--- config.mk ---
export PLATFORM = sky130hd
export DESIGN_NAME = uart_regbus_responder
export DESIGN_NICKNAME = d
export VERILOG_FILES = /design/src/rtl/uart_regbus_responder.sv
export SDC_FILE = /design/constraint.sdc
export NUM_CORES = 1
export LEC_CHECK = 0
export CORE_ASPECT_RATIO = 0.7
export CORE_UTILIZATION = 40
export CTS_BUF_LIST = sky130_fd_sc_hd__clkbuf_2 sky130_fd_sc_hd__clkbuf_4 sky130_fd_sc_hd__clkbuf_8
export DETAILED_ROUTE_END_ITERATION = 6
export GPL_TIMING_DRIVEN = 0
export PLACE_DENSITY_LB_ADDON = 0.12
export SYNTH_ARGS = -nofsm -noshare
export SYNTH_HDL_FRONTEND = slang
export SYNTH_SLANG_ARGS = --single-unit
--- constraint.sdc ---
create_clock -name clk -period 3.1 [get_ports clk]
set_clock_uncertainty 0.05 [all_clocks]
set_input_delay 0.31 -clock clk [delete_from_list [all_inputs] [get_ports clk]]
set_output_delay 0.31 -clock clk [all_outputs]
set_load 0.1 [all_outputs]
--- src/rtl/uart_regbus_responder.sv ---
// Serial register-access responder: decodes 'W' addr data / 'R' addr commands from the UART
// receiver, drives a parallel register bus and returns read data. Define UART_WRITE_ACK_EN to ack writes.
module uart_regbus_responder #(
   parameter int unsigned ADDR_W  = 4,
   parameter int unsigned TIMEOUT = 1000,
   parameter int unsigned TO_W    = 16
) (
   input  logic              clk,
   input  logic              rst_n,
   input  logic              bytercvd,
   input  logic [7:0]        q,
   input  logic              txbusy,
   output logic              load,
   output logic [7:0]        d,
   output logic              bus_wr,
   output logic              bus_rd,
   output logic [ADDR_W-1:0] bus_addr,
   output logic [7:0]        bus_wdata,
   input  logic [7:0]        bus_rdata,
   output logic              drop
);

   typedef enum logic [2:0] {
      StIdle, StGetAddr, StGetData, StRdStb, StRdCap, StTxWait
   } state_e;

   localparam logic [7:0]      CmdWrite = 8'h57;
   localparam logic [7:0]      CmdRead  = 8'h52;
   localparam logic [7:0]      AckByte  = 8'h2B;
   localparam logic [TO_W-1:0] ToLast   = TO_W'(TIMEOUT - 1);

   state_e              state_q, state_d;
   logic                is_wr_q, is_wr_d;
   logic [TO_W-1:0]     to_cnt_q, to_cnt_d;
   logic                bus_wr_q, bus_wr_d;
   logic                bus_rd_q, bus_rd_d;
   logic                drop_q, drop_d;
   logic [7:0]          d_q, d_d;
   logic [7:0]          wdata_q, wdata_d;
   logic [ADDR_W-1:0]   addr_q, addr_d;

   always_comb begin
      state_d  = state_q;
      is_wr_d  = is_wr_q;
      to_cnt_d = to_cnt_q;
      bus_wr_d = 1'b0;
      bus_rd_d = 1'b0;
      drop_d   = 1'b0;
      d_d      = d_q;
      wdata_d  = wdata_q;
      addr_d   = addr_q;
      unique case (state_q)
         StIdle: begin
            to_cnt_d = '0;
            if (bytercvd && (q == CmdWrite || q == CmdRead)) begin
               state_d = StGetAddr;
               is_wr_d = (q == CmdWrite);
            end
         end
         StGetAddr: begin
            if (bytercvd) begin
               addr_d   = q[ADDR_W-1:0];
               to_cnt_d = '0;
               if (is_wr_q) begin
                  state_d = StGetData;
               end else begin
                  state_d  = StRdStb;
                  bus_rd_d = 1'b1;
               end
            end else if (to_cnt_q == ToLast) begin
               state_d  = StIdle;
               to_cnt_d = '0;
            end else begin
               to_cnt_d = to_cnt_q + TO_W'(1);
            end
         end
         StGetData: begin
            // A byte arriving in the expiry cycle still completes the command.
            if (bytercvd) begin
               wdata_d  = q;
               bus_wr_d = 1'b1;
               to_cnt_d = '0;
`ifdef UART_WRITE_ACK_EN
               state_d  = StTxWait;
               d_d      = AckByte;
`else
               state_d  = StIdle;
`endif
            end else if (to_cnt_q == ToLast) begin
               state_d  = StIdle;
               to_cnt_d = '0;
            end else begin
               to_cnt_d = to_cnt_q + TO_W'(1);
            end
         end
         StRdStb: begin
            state_d = StRdCap;
            drop_d  = bytercvd;
         end
         StRdCap: begin
            d_d     = bus_rdata;
            state_d = StTxWait;
            drop_d  = bytercvd;
         end
         StTxWait: begin
            drop_d = bytercvd;
            if (!txbusy) state_d = StIdle;
         end
         default: state_d = StIdle;
      endcase
   end

   always_ff @(posedge clk or negedge rst_n) begin
      if (!rst_n) begin
         state_q  <= StIdle;
         is_wr_q  <= 1'b0;
         to_cnt_q <= '0;
         bus_wr_q <= 1'b0;
         bus_rd_q <= 1'b0;
         drop_q   <= 1'b0;
         d_q      <= '0;
         wdata_q  <= '0;
         addr_q   <= '0;
      end else begin
         state_q  <= state_d;
         is_wr_q  <= is_wr_d;
         to_cnt_q <= to_cnt_d;
         bus_wr_q <= bus_wr_d;
         bus_rd_q <= bus_rd_d;
         drop_q   <= drop_d;
         d_q      <= d_d;
         wdata_q  <= wdata_d;
         addr_q   <= addr_d;
      end
   end

   // load follows txbusy in the same cycle so the transmitter is never loaded while busy.
   assign load      = (state_q == StTxWait) && !txbusy;
   assign d         = d_q;
   assign bus_wr    = bus_wr_q;
   assign bus_rd    = bus_rd_q;
   assign bus_addr  = addr_q;
   assign bus_wdata = wdata_q;
   assign drop      = drop_q;

endmodule

==> results of run 1 <==
==> cell usage after synthesis (2+ instances only) <==
library cell | number | area (sq um)
nand2b_1 | 3 | 18.77
nor2b_1 | 3 | 18.77
buf_6 | 3 | 33.78
and3_2 | 2 | 15.01
xnor2_1 | 2 | 17.52
dfrtp_1 | 43 | 1076
nor2_1 | 5 | 18.77
buf_2 | 2 | 10.01
mux2_2 | 13 | 146.4
a21oi_1 | 2 | 10.01
o21ai_1 | 4 | 20.02
and2_1 | 2 | 12.51
and3_1 | 3 | 18.77
nor4_1 | 5 | 31.28
buf_4 | 7 | 52.55
nand3b_1 | 7 | 52.55
nand3_1 | 12 | 60.06
inv_1 | 2 | 7.510
nand4_1 | 6 | 37.54
and4bb_1 | 3 | 37.54
a31oi_1 | 21 | 131.4
nand2_1 | 8 | 30.03
a41oi_1 | 3 | 26.28
mux2_4 | 8 | 120.1
==> what timing repair did <==
item | CTS | global route
setup endpoints to repair | 0 | 0
hold buffers | 1 | 0
hold endpoints to repair | 20 | 0
==> state kept, by name, summed over array words and instances, names as in the netlist <==
| register | cells |
|---|---|
| drop | 1 |
| is_wr_q | 1 |
| bus_addr | 4 |
| d | 8 |
| bus_wdata | 8 |
| state_q | 3 |
| bus_wr | 1 |
| to_cnt_q | 16 |
| bus_rd | 1 |
==> through the flow <==
stage                     cells  total power (W)
after floorplan             194         0.002393
final                       318         0.003184
after detailed placement    309         0.002840
after global placement      308         0.002826
after CTS                   318         0.003209
after global routing        318         0.003332
==> power breakdown <==
part	leakage, nW	switching (W)	total (W)	internal [W]
clock network	0.0402	0.000204	0.000361	0.000157
logic	0.578	0.00141	0.00199	0.000581
registers	0.550	0.000101	0.000831	0.000730
==> critical path, stage by stage (launching register included) <==
cell	delay, ns
dfrtp_1	0.41
buf_4	0.19
nor4bb_2	0.28
clkdlybuf4s50_1	1.18
==> layout make-up <==
type,instances,area (sq um)
Inverter,2,7.507
Clock buffer,5,68.82
Clock inverter,3,20.02
Buffer,12,96.34
Fill cell,478,2430
Sequential cell,43,1076
Tap cell,72,90.09
Timing Repair Buffer,44,452.9
Multi-Input combinational cell,137,1071
==> worst paths after layout <==
| kind | slack (ns) | end | cells past startpoint |
|---|---|---|---|
| max in group asynchronous | 2.04 | bus_rd | 3 |
| worst max register to register | 1.30 | to_cnt_q[0] | 6 |
| worst min register to register | 0.43 | bus_rd | 1 |
| worst max-delay path | 0.38 | load | 3 |
| worst min-delay path | 0.27 | drop | 2 |
| min in group asynchronous | 0.47 | to_cnt_q[5] | 2 |
==> routing by layer <==
| layer | global-route usage (%) | vias up |
|---|---|---|
| met5 | 0 | - |
| met4 | 4.167 | 0 |
| met3 | 6.455 | 4 |
| met2 | 24.34 | 54 |
| met1 | 29.73 | 857 |
| li1 | - | 848 |
==> cells by family (layout without fill, tap and decap cells) <==
family / after synthesis / count (layout)
buffers and inverters: 14 / 66
DFF: 43 / 43
muxes: 22 / 22
and+or+nand+nor: 73 / 73
AOI/OAI and AO/OA: 39 / 39
xor gates and xnor gates: 2 / 2
adders and majority gates: 1 / 1
==> results_dict.tcl, run 1 <==
set metrics [dict create \
    max_slew_margin_pct 34.24 \
    required_ns 2.74 \
    wl_microns 5028 \
    io_pins 44 \
    clock_tree.root_cell "clkbuf_8" \
    postLayoutCoreUtil_pct 54.26 \
    start_util_pct 42.25 \
    avgRoutedWirePerCell_microns 15.81 \
    areaGrowthSynthToFinish_pct 28.43 \
    final_cell_area_sq_um 2883 \
    r2r-start "to_cnt_q[0]" \
    grt_antenna_before_repair 0 \
    synth_area_sq_um 2245 \
    end_kind "primary output" \
    grt_pass1_vias 1654 \
    synthXorXnorAreaFrac_pct 0.7804 \
    worstHoldStart "bytercvd" \
    hpwl_microns 3676 \
    cap_viol_max_count 0 \
    synth-edff-count 0 \
    syn_area_per_cell_sq_um 11.57 \
    fin_crit_ns 2.724 \
    synthMuxAreaShare_pct 12.32 \
    synth_flop_cell "dfrtp_1" \
    netlist_instances 194 \
    highest_layer "met4" \
    status "complete, no violations" \
    hold_path_class "in -> reg" \
    ant_nets 0 \
    dieArea_sq_um 5920 \
    worstSetupStartpointType "flop" \
    ys_seq_elements 43 \
    core_area_sq_um 5313 \
    worstPathArrival_ns 2.36 \
    cts_resized 0 \
    drtIter0Drc 160 \
    clk_pin_slew_worst_paths_ns 0.08 \
    cts_sinks 43 \
    syn_nets 215 \
    cts_made_buffers 5 \
    grt_setup_unrepaired "no" \
    hold_violations 0 \
    layout_commonest_cell "dfrtp_1" \
    yosys_warnings 0 \
    worst_hold_slack_ns 0.2714 \
    ctsLongestPathBuffers 2 \
    path_class "reg -> out" \
    yosys.area_share.simple_pct 21.91 \
    cts_max_level 2 \
    startpoint "state_q[2]" \
    dp_slack_ns 0.5378 \
    place_congestion 0.8373 \
    io_buffers 42 \
    synth_top_family_by_area "simple AND/OR/NAND/NOR gates" \
    powerDensity_nw_per_um2 1105 \
    fin_nets 266 \
    grt_max_degree 24 \
    synth_compound_area_share_pct 11.87 \
    async_reset_ff_share_pct 100.0 \
    synthAdderAreaFrac_pct 0.5574 \
    cp_max_fo 10 \
    wl_met2_microns 1959 \
    first_pass_iters 4 \
    die_height_microns 64.68 \
    cts_tree "yes" \
    yosysSeqAreaShare_pct 47.94 \
    vias 1763 \
    grt_pass1_wl_microns 8618 \
    fin_crit_sh_pct 87.87 \
    grt.overflow.total 0 \
    tightestPinTransition_ns 0.9832 \
    max_freq_mhz 367.1 \
    synth.distinct_cells 49 \
    fp-row-count 22 \
    drv_slew 0 \
    dpl_cell_area_sq_um 2784 \
    antenna_cells 0 \
    die_w_microns 91.54 \
    clk_latency_ns 0.30 \
    ir_drop_mv 0.8847 \
    wl_met1_microns 2711 \
    p_leak_nw 1.168 \
    setup_slack_ns 0.3759 \
    finalSetupTns_ns 0 \
    track_usage_pct 18.94 \
    via_per_inst 5.544 \
    layout_common_cells "dfrtp_1 (43), clkdlybuf4s50_1 (41), a31oi_1 (21)" \
    met3_length_microns 325 \
    drc 0 \
    cts_setup_buffers 0 \
    drive_gt1_share_pct 22.36 \
    final-setup-viol-count 0 \
]
(Power assumes the default switching activity.)
==> run 2, diff against run 1 <==
--- a/config.mk
+++ b/config.mk
@@ -10,7 +10,9 @@
 export CTS_BUF_LIST = sky130_fd_sc_hd__clkbuf_2 sky130_fd_sc_hd__clkbuf_4 sky130_fd_sc_hd__clkbuf_8
 export DETAILED_ROUTE_END_ITERATION = 6
 export GPL_TIMING_DRIVEN = 0
+export HOLD_SLACK_MARGIN = 0.12
 export PLACE_DENSITY_LB_ADDON = 0.12
+export SLEW_MARGIN = 20
 export SYNTH_ARGS = -nofsm -noshare
 export SYNTH_HDL_FRONTEND = slang
 export SYNTH_SLANG_ARGS = --single-unit
==> results of run 2 <==
The final DEF is identical to that of run 1; final timing and power are the same.
